### config.mk
export PLATFORM = sky130hd
export DESIGN_NAME = iddmm_sched
export DESIGN_NICKNAME = d
export VERILOG_FILES = /design/src/rtl/iddmm_pkg.sv /design/src/rtl/iddmm_sched.sv
export SDC_FILE = /design/constraint.sdc
export NUM_CORES = 1
export LEC_CHECK = 0
export CAP_MARGIN = 15
export CELL_PAD_IN_SITES_DETAIL_PLACEMENT = 1
export CELL_PAD_IN_SITES_GLOBAL_PLACEMENT = 2
export CORE_AREA = 2 2 514 516
export CTS_BUF_LIST = sky130_fd_sc_hd__clkbuf_4 sky130_fd_sc_hd__clkbuf_8
export CTS_CLUSTER_SIZE = 40
export DETAILED_ROUTE_END_ITERATION = 16
export DIE_AREA = 0 0 516 518
export PLACE_DENSITY = 0.41
export SLEW_MARGIN = 20
export SYNTH_ARGS = -nofsm -noshare
export SYNTH_HDL_FRONTEND = slang
export SYNTH_SLANG_ARGS = --single-unit
### constraint.sdc
create_clock -name clk -period 5.9 [get_ports clk]
set_input_delay 1.18 -clock clk [delete_from_list [all_inputs] [get_ports clk]]
set_output_delay 1.18 -clock clk [all_outputs]
set_load 0.01 [all_outputs]
### src/rtl/iddmm_pkg.sv
// Shared types and defaults for the IDDMM scheduler and word datapath.
package iddmm_pkg;

   localparam int unsigned IDDMM_K = 128;
   localparam int unsigned IDDMM_N = 32;

   // q becomes valid this many cycles after a round's last word reaches iddmm_cal
   localparam int unsigned IDDMM_Q_LATENCY = 17;

   typedef enum logic [1:0] {IDLE, RUN, GAP, DONE} sched_state_t;

endpackage

### src/rtl/iddmm_sched.sv
// Operand sequencer for the IDDMM loop nest: walks i over y words and j = 0..N,
// reads the x/y/p/a RAMs and issues one aligned operand word per cycle to iddmm_cal.
module iddmm_sched
   import iddmm_pkg::sched_state_t;
   import iddmm_pkg::IDLE;
   import iddmm_pkg::RUN;
   import iddmm_pkg::DONE;
#(
   parameter int unsigned  K         = iddmm_pkg::IDDMM_K,
   parameter int unsigned  N         = iddmm_pkg::IDDMM_N,
   parameter int unsigned  GAP       = 20,
   parameter bit           CHECK_GAP = 1'b1,
   localparam int unsigned ADDR_W    = $clog2(N)
) (
   input  logic              clk,
   input  logic              rst,
   input  logic              start,
   input  logic [K-1:0]      p1_in,
   output logic              busy,
   output logic              done,
   output logic [ADDR_W-1:0] x_raddr,
   input  logic [K-1:0]      x_rdata,
   output logic [ADDR_W-1:0] y_raddr,
   input  logic [K-1:0]      y_rdata,
   output logic [ADDR_W-1:0] p_raddr,
   input  logic [K-1:0]      p_rdata,
   output logic [ADDR_W-1:0] a_raddr,
   input  logic [K-1:0]      a_rdata,
   output logic              o_vld,
   output logic [ADDR_W-1:0] o_i_cnt,
   output logic [ADDR_W:0]   o_j_cnt,
   output logic [K-1:0]      o_x,
   output logic [K-1:0]      o_y,
   output logic [K-1:0]      o_p,
   output logic [K-1:0]      o_a,
   output logic [K-1:0]      o_p1
);

   localparam int unsigned     GAP_W  = (GAP > 1) ? $clog2(GAP) : 1;
   localparam logic [ADDR_W:0]   J_LAST = (ADDR_W + 1)'(N);
   localparam logic [ADDR_W-1:0] I_LAST = ADDR_W'(N - 1);
   localparam logic [GAP_W-1:0]  G_LAST = GAP_W'(GAP - 1);

   if (GAP < 1) begin : g_gap_zero
      $error("iddmm_sched: GAP must be at least 1");
   end
   if (CHECK_GAP && (GAP < iddmm_pkg::IDDMM_Q_LATENCY)) begin : g_gap_short
      $error("iddmm_sched: GAP shorter than the downstream q latency");
   end

   sched_state_t      state_q, state_d;
   logic [ADDR_W-1:0] i_q, i_d;
   logic [ADDR_W:0]   j_q, j_d;
   logic [GAP_W-1:0]  gap_q, gap_d;
   logic [K-1:0]      p1_q, p1_d;
   logic              busy_q, done_q;
   logic              vld_q;
   logic [ADDR_W-1:0] i_cnt_q;
   logic [ADDR_W:0]   j_cnt_q;
   logic [K-1:0]      x_q, y_q, p_q, a_q;
   logic              run;
   logic              carry_slot;

   always_comb begin
      state_d = state_q;
      i_d     = i_q;
      j_d     = j_q;
      gap_d   = gap_q;
      p1_d    = p1_q;
      unique case (state_q)
         IDLE: begin
            // busy_q is still high on the done cycle, so a start there is dropped
            if (start && !busy_q) begin
               state_d = RUN;
               i_d     = '0;
               j_d     = '0;
               p1_d    = p1_in;
            end
         end
         RUN: begin
            if (j_q == J_LAST) begin
               state_d = iddmm_pkg::GAP;
               gap_d   = '0;
            end else begin
               j_d = j_q + (ADDR_W + 1)'(1);
            end
         end
         iddmm_pkg::GAP: begin
            if (gap_q == G_LAST) begin
               if (i_q != I_LAST) begin
                  state_d = RUN;
                  i_d     = i_q + ADDR_W'(1);
                  j_d     = '0;
               end else begin
                  state_d = DONE;
               end
            end else begin
               gap_d = gap_q + GAP_W'(1);
            end
         end
         DONE: begin
            state_d = IDLE;
            i_d     = '0;
            j_d     = '0;
         end
         default: state_d = IDLE;
      endcase
   end

   // Addresses look one cycle ahead (next-state counters) so the RAM output lines up
   // with the current j/i and can be captured straight into the output stage.
   assign x_raddr = rst ? '0 : j_d[ADDR_W-1:0];
   assign p_raddr = rst ? '0 : j_d[ADDR_W-1:0];
   assign a_raddr = rst ? '0 : j_d[ADDR_W-1:0];
   assign y_raddr = rst ? '0 : i_d;

   assign run        = (state_q == RUN);
   assign carry_slot = (j_q == J_LAST);

   always_ff @(posedge clk) begin
      if (rst) begin
         state_q <= IDLE;
         i_q     <= '0;
         j_q     <= '0;
         gap_q   <= '0;
         p1_q    <= '0;
         busy_q  <= 1'b0;
         done_q  <= 1'b0;
         vld_q   <= 1'b0;
         i_cnt_q <= '0;
         j_cnt_q <= '0;
         x_q     <= '0;
         y_q     <= '0;
         p_q     <= '0;
         a_q     <= '0;
      end else begin
         state_q <= state_d;
         i_q     <= i_d;
         j_q     <= j_d;
         gap_q   <= gap_d;
         p1_q    <= p1_d;
         busy_q  <= (state_d != IDLE) || (state_q == DONE);
         done_q  <= (state_q == DONE);
         vld_q   <= run;
         i_cnt_q <= run ? i_q : '0;
         j_cnt_q <= run ? j_q : '0;
         x_q     <= (run && !carry_slot) ? x_rdata : '0;
         y_q     <= run ? y_rdata : '0;
         p_q     <= (run && !carry_slot) ? p_rdata : '0;
         // the accumulator starts cleared, so round 0 never uses the a RAM
         a_q     <= (run && !carry_slot && (i_q != '0)) ? a_rdata : '0;
      end
   end

   assign busy    = busy_q;
   assign done    = done_q;
   assign o_vld   = vld_q;
   assign o_i_cnt = i_cnt_q;
   assign o_j_cnt = j_cnt_q;
   assign o_x     = x_q;
   assign o_y     = y_q;
   assign o_p     = p_q;
   assign o_a     = a_q;
   assign o_p1    = p1_q;

endmodule

==> results of run 1 <==
[sequential cells by signal (all words and copies together), names as in the netlist]
signal and flops:
busy 1, done 1, gap_q 5, i_q 5
j_q 6, o_a 128, o_i_cnt 5, o_j_cnt 6
o_p 128, o_p1 128, o_vld 1, o_x 128
o_y 128, state_q 2
[through the flow]
stage / total power (W) / hold WS, ns
after floorplan: 0.00543 / 0.457
after global placement: 0.00670 / 0.442
after detailed placement: 0.00670 / 0.449
after CTS: 0.0130 / 0.453
after global routing: 0.0133 / 0.475
final: 0.0126 / 0.450
[worst register-to-register path: cells and delay by family (launching register included)]
kind / cells / cell delay [ns]
flip-flops: 1 / 0.37
adder cells (fa/ha/maj): 1 / 0.58
AO/OA/AOI/OAI: 2 / 0.95
AND/OR/NAND/NOR: 2 / 0.49
buffers and inverters: 3 / 1.19
[kinds of logic after synthesis]
logic type,after synthesis
flip-flops,672
buffers and inverters,132
AO/OA/AOI/OAI,187
AND/OR/NAND/NOR,830
multiplexers,1
adder cells (fa/ha/maj),9
XOR/XNOR,1
[per-layer routing]
metal  wire length [microns]  share of wire [%]  vias to the layer above
li1                        -                  -                     8541
met5                     405               0.26                        -
met3                   19800                 13                      326
met1                   61600                 40                     8782
met2                   68600                 44                     1130
met4                    3840                2.5                       68
[power breakdown]
group          total [W]  internal, W  leakage, nW  switching, W
sequential       0.00488      0.00478         5.46      0.000107
clock            0.00601      0.00353         1.75       0.00248
combinational    0.00167     0.000897         7.24      0.000774
total             0.0126      0.00920         14.5       0.00336
[final cells by class]
type | count | area (sq um) | share of cell area [%]
Inverter | 16 | 60.1 | 0.149
Antenna cell | 18 | 45.0 | 0.112
Timing Repair Buffer | 1334 | 13300 | 33.0
Tap cell | 3515 | 4400 | 10.9
Sequential cell | 672 | 13500 | 33.3
Clock inverter | 21 | 307 | 0.759
Clock buffer | 241 | 3010 | 7.46
Multi-Input combinational cell | 1028 | 5770 | 14.3
[worst min-delay path by stage]
| stage | to | from | cells past startpoint |
|---|---|---|---|
| 2_1_floorplan | gap_q[1] | gap_q[1] | 2 |
| 3_5_place_dp | o_p1[34] | o_p1[34] | 2 |
| 4_1_cts | o_p1[34] | o_p1[34] | 2 |
| 3_3_place_gp | o_p1[79] | o_p1[79] | 2 |
| 6_report | o_p1[34] | o_p1[34] | 2 |
| 5_1_grt | o_p1[31] | o_p1[31] | 2 |
[placed cells by master (no fill, tap or decap), types with 2 or more instances in the layout]
cell,n
a211oi_1,2
a21boi_0,2
a21oi_1,141
a31oi_1,2
a32o_1,8
and2_1,523
buf_12,2
buf_4,16
bufinv_16,7
clkbuf_4,49
clkbuf_8,192
clkdlybuf4s50_1,1315
clkinv_2,8
clkinvlp_4,3
dfxtp_1,672
diode_2,18
ha_1,9
inv_1,15
inv_6,2
nand2_1,264
nand3_1,5
nand4_1,6
nor2_1,9
nor3_1,2
nor4_1,2
o21ai_0,15
o221ai_1,2
o31ai_1,2
or3_1,3
==> impl_metrics.json, run 1 <==
{
  "status": "finished, final reports clean",
  "grt.busiest_layer": "met2",
  "cts_buffers": 159,
  "max_freq_mhz": 191,
  "dp_slack_ns": 0.712,
  "cts_resized": 0,
  "leakage_nw": 14.5,
  "synth_edf_count": 0,
  "dp_hpwl_microns": 126000,
  "synth_top_cell_by_area": "dfxtp_1",
  "path_cells": "ha_1, inv_1, a21oi_1, o21ai_0, a21boi_0, buf_4, clkdlybuf4s50_1",
  "grt_usage_pct": 11.1,
  "post_drt_wl_per_cell_microns": 22.5,
  "synthTopCellsByCount": "dfxtp_1, and2_1, nand2_1",
  "arrival_ns": 4.05,
  "ys_ff_latch": 672,
  "maxCapViolCount": 0,
  "synth_area_leaders": "dfxtp_1, and2_1, nand2_1",
  "ir_drop_mv": 0.130,
  "core_region_area_sq_um": 262000,
  "netlist_instances": 1832,
  "cp_top_family": "compound AO/OA/AOI/OAI gates",
  "tightest_slew_ns": 0.905,
  "ys_seq_area_share_pct": 68.1,
  "clk_pin_slew_ns": 0.06,
  "synth_nets": 2484,
  "critical_path.max_stage_delay_ns": 0.72,
  "tritoncts": "done",
  "wirelength_microns": 154000,
  "clk_path_buf_depth": 4,
  "drtIter0Drc": 654,
  "crit_cells": 7,
  "drv_slew": 0,
  "finClkSkew_ns": 0.109,
  "rsz0062_at_grt": "no",
  "cts_max_level": 4,
  "grt_max_degree": 146,
  "place_area_sq_um": 37000,
  "cts_sinks": 672,
  "grt_overflow_total": 0,
  "cp.buffers_inverters": 3,
  "stdcell_count": 6845,
  "drc": 0,
  "synth_top_area_share_pct": 68.1,
  "num_rows": 188,
  "use_met3_pct": 6.29,
  "dr.pass1.iters": 4,
  "post-cts-setup-buffers": 0,
  "synth_ff_type": "dfxtp_1",
  "die_w_microns": 516,
  "dp_cells": 6565,
  "synth_most_common_cell": "dfxtp_1",
  "synth_fa_ha_area_share_pct": 0.570,
  "async_reset_ff_share_pct": 0,
  "crit_type": "reg -> out",
  "synthToLayoutAreaGrowth_pct": 104,
  "critPathMaxFanout": 8,
  "grt_pass1_vias": 19988,
  "post_synth.cell_area_avg_sq_um": 10.8,
  "period_share_pct": 88.7,
  "grt_use_met2_pct": 17.8,
  "root_buffer": "clkbuf_8",
  "setup_viol": 0,
  "crit_path_end": "x_raddr[0]",
  "required_ns": 4.72,
  "antenna_found_initial": 124,
  "fin_tns_setup_ns": 0,
  "stdcell_area_sq_um": 40400,
  "startpoint": "state_q[1]",
  "postLayoutCoreUtil_pct": 15.4,
  "ff2ff_path_depth": 8,
  "synth_top_family_by_area": "simple AND/OR/NAND/NOR gates",
  "r2r-end": "o_a[71]",
  "grt_util_met1_pct": 12.7,
  "yosys.area_share.simple_pct": 23.0,
  "via_count": 18847,
  "maxSlewHeadroom_pct": 39.7,
  "initial_utilization_pct": 7.56,
  "synth_compound_area_share_pct": 5.39,
  "postRouteAntennaNets": 0,
  "grt_pass1_wl_microns": 199000,
  "die_h_microns": 518,
  "hold_violations": 0,
  "setup_slack_ns": 0.668,
  "synth_cell_types": 51,
  "worstReg2RegStart": "state_q[1]",
  "io_pins": 1317,
  "yosys_warnings": 0,
  "vias_per_cell": 2.75,
  "cp-start-kind": "register",
  "synth_xor_area_share_pct": 0.0443,
  "num-fill-cells": 30257,
  "insertion_delay_ns": 0.91,
  "final_nets": 3863,
  "gp_congestion": 0.817,
  "hold_path_class": "reg -> reg",
  "netlist_area_sq_um": 19800,
  "r2r_slack_ns": 2.15,
  "synthMuxAreaShare_pct": 0.0506,
  "ctsHoldBuffers": 0,
  "io_buffers": 1316,
  "dieArea_sq_um": 267000,
  "powerDensity_nw_per_um2": 311,
  "crit_slowest_cell": "a21boi_0",
  "drive_gt1_share_pct": 8.82,
  "critPathCaptureType": "output port",
  "period_needed_ns": 5.23
}
Power figures use the tool's default switching activity.
==> inputs of run 2 (changes only) <==
Settings changed: CTS_CLUSTER_DIAMETER set to 60.
==> run 2 against run 1 <==
Design area shrank 1.1%; highest routed layer unchanged; maximum frequency down 0.63%; die area is the same; setup slack worse by 0.033 ns; routed wire length decreased by 0.92%; sequential cell count did not move; clock power is 9.8% lower.
==> impl_metrics.json, run 2 (synthesized netlist as in run 1, its figures left out) <==
{
  "drv_slew": 0,
  "layout_commonest_cell": "clkdlybuf4s50_1",
  "gp_congestion": 0.817,
  "cp-start-kind": "register",
  "ir_drop_mv": 0.166,
  "die_h_microns": 518,
  "post_drt_wl_per_cell_microns": 22.5,
  "setup_slack_ns": 0.635,
  "required_ns": 4.72,
  "critical_path.max_stage_delay_ns": 0.73,
  "maxSlewHeadroom_pct": 40.4,
  "postRouteAntennaNets": 0,
  "setup_viol": 0,
  "cts_sinks": 672,
  "ctsHoldBuffers": 0,
  "tightest_slew_ns": 0.894,
  "tritoncts": "done",
  "post-cts-setup-buffers": 0,
  "grt_pass1_vias": 19577,
  "path_cells": "ha_1, inv_1, a21oi_1, o21ai_0, a21boi_0, buf_4, clkdlybuf4s50_1",
  "final_cell_mix": "clkdlybuf4s50_1, dfxtp_1, and2_1, nand2_1, a21oi_1",
  "grt_max_degree": 146,
  "cts_resized": 0,
  "postLayoutCoreUtil_pct": 15.3,
  "io_pins": 1317,
  "drc": 0,
  "crit_slowest_cell": "a21boi_0",
  "hold_path_class": "reg -> reg",
  "drive_gt1_share_pct": 7.45,
  "powerDensity_nw_per_um2": 300,
  "crit_type": "reg -> out",
  "fin_hold_ws_ns": 0.453,
  "grt_usage_pct": 11.0,
  "die_w_microns": 516,
  "antenna_found_initial": 125,
  "multi_input_area_sq_um": 5770,
  "cp.buffers_inverters": 3,
  "wirelength_microns": 153000,
  "io_buffers": 1316,
  "final_nets": 3821,
  "grt_overflow_total": 0,
  "num_rows": 188,
  "critPathCaptureType": "output port",
  "core_region_area_sq_um": 262000,
  "finClkSkew_ns": 0.111,
  "hold_violations": 0,
  "synthToLayoutAreaGrowth_pct": 102,
  "power.total_w": 0.0120,
  "critPathMaxFanout": 8,
  "root_buffer": "clkbuf_8",
  "leakage_nw": 14.1,
  "drtIter0Drc": 729,
  "num-fill-cells": 30261,
  "initial_utilization_pct": 7.56,
  "arrival_ns": 4.09,
  "cts_max_level": 3,
  "via_count": 18542,
  "grt_pass1_wl_microns": 198000,
  "dr.pass1.iters": 6,
  "rsz0062_at_grt": "no",
  "period_share_pct": 89.2,
  "cts_buffers": 117,
  "vias_per_cell": 2.73,
  "insertion_delay_ns": 0.95,
  "status": "finished, final reports clean",
  "maxCapViolCount": 0,
  "dp_hpwl_microns": 126000,
  "clk_path_buf_depth": 4,
  "dieArea_sq_um": 267000,
  "fin_tns_setup_ns": 0,
  "period_needed_ns": 5.27,
  "max_freq_mhz": 190,
  "cp_top_family": "compound AO/OA/AOI/OAI gates",
  "regArea_sq_um": 13500,
  "dp_slack_ns": 0.712,
  "clk_pin_slew_ns": 0.08
}
## run 2: cell count changes in the layout (fill, tap and decap cells not counted), sizes merged
cell	before	now
clkinvlp	3	8
inv	17	43
clkinv	10	24
bufinv	7	14
diode	18	23
clkbuf	241	140
## run 2: through the flow
step,instances,instance area (sq um)
3_3_place_gp,6565,37000
5_1_grt,6780,39900
2_1_floorplan,1832,19800
6_report,6801,39900
4_1_cts,6778,39900
3_5_place_dp,6565,37000
## run 2: power breakdown
| group | switching (W) | total [W] | internal [W] |
|---|---|---|---|
| sequential | 0.000107 | 0.00487 | 0.00477 |
| combinational | 0.000772 | 0.00167 | 0.000897 |
| clock | 0.00257 | 0.00542 | 0.00284 |
## run 2: worst min-delay path, delay by kind of cell, from the launching register on
family,cells,cell delay (ns)
simple gates,1,0.05
flops,1,0.31
compound gates,1,0.05
## run 2: final timing paths
path	from	end	slack, ns	cells after the start
setup / recovery	state_q[1]	x_raddr[0]	0.63	7
hold / removal	o_p1[34]	o_p1[34]	0.45	2
setup reg to reg	state_q[1]	o_a[71]	2.19	8
hold reg to reg	o_p1[34]	o_p1[34]	0.45	2
## run 2: cell type report
type	instances	share of cell area, %
clock buffer	140	4.69
multi-input combinational	1028	14.5
inverter	16	0.150
antenna	23	0.144
clock inverter	73	2.44
timing repair buffer	1334	33.4
tap	3515	11.0
sequential	672	33.7
## run 2: routing by layer
layer	global-route usage [%]	share of wire, %
met5	0	0.25
met4	2.62	2.3
met3	6.12	13
met2	17.8	45
met1	12.6	40
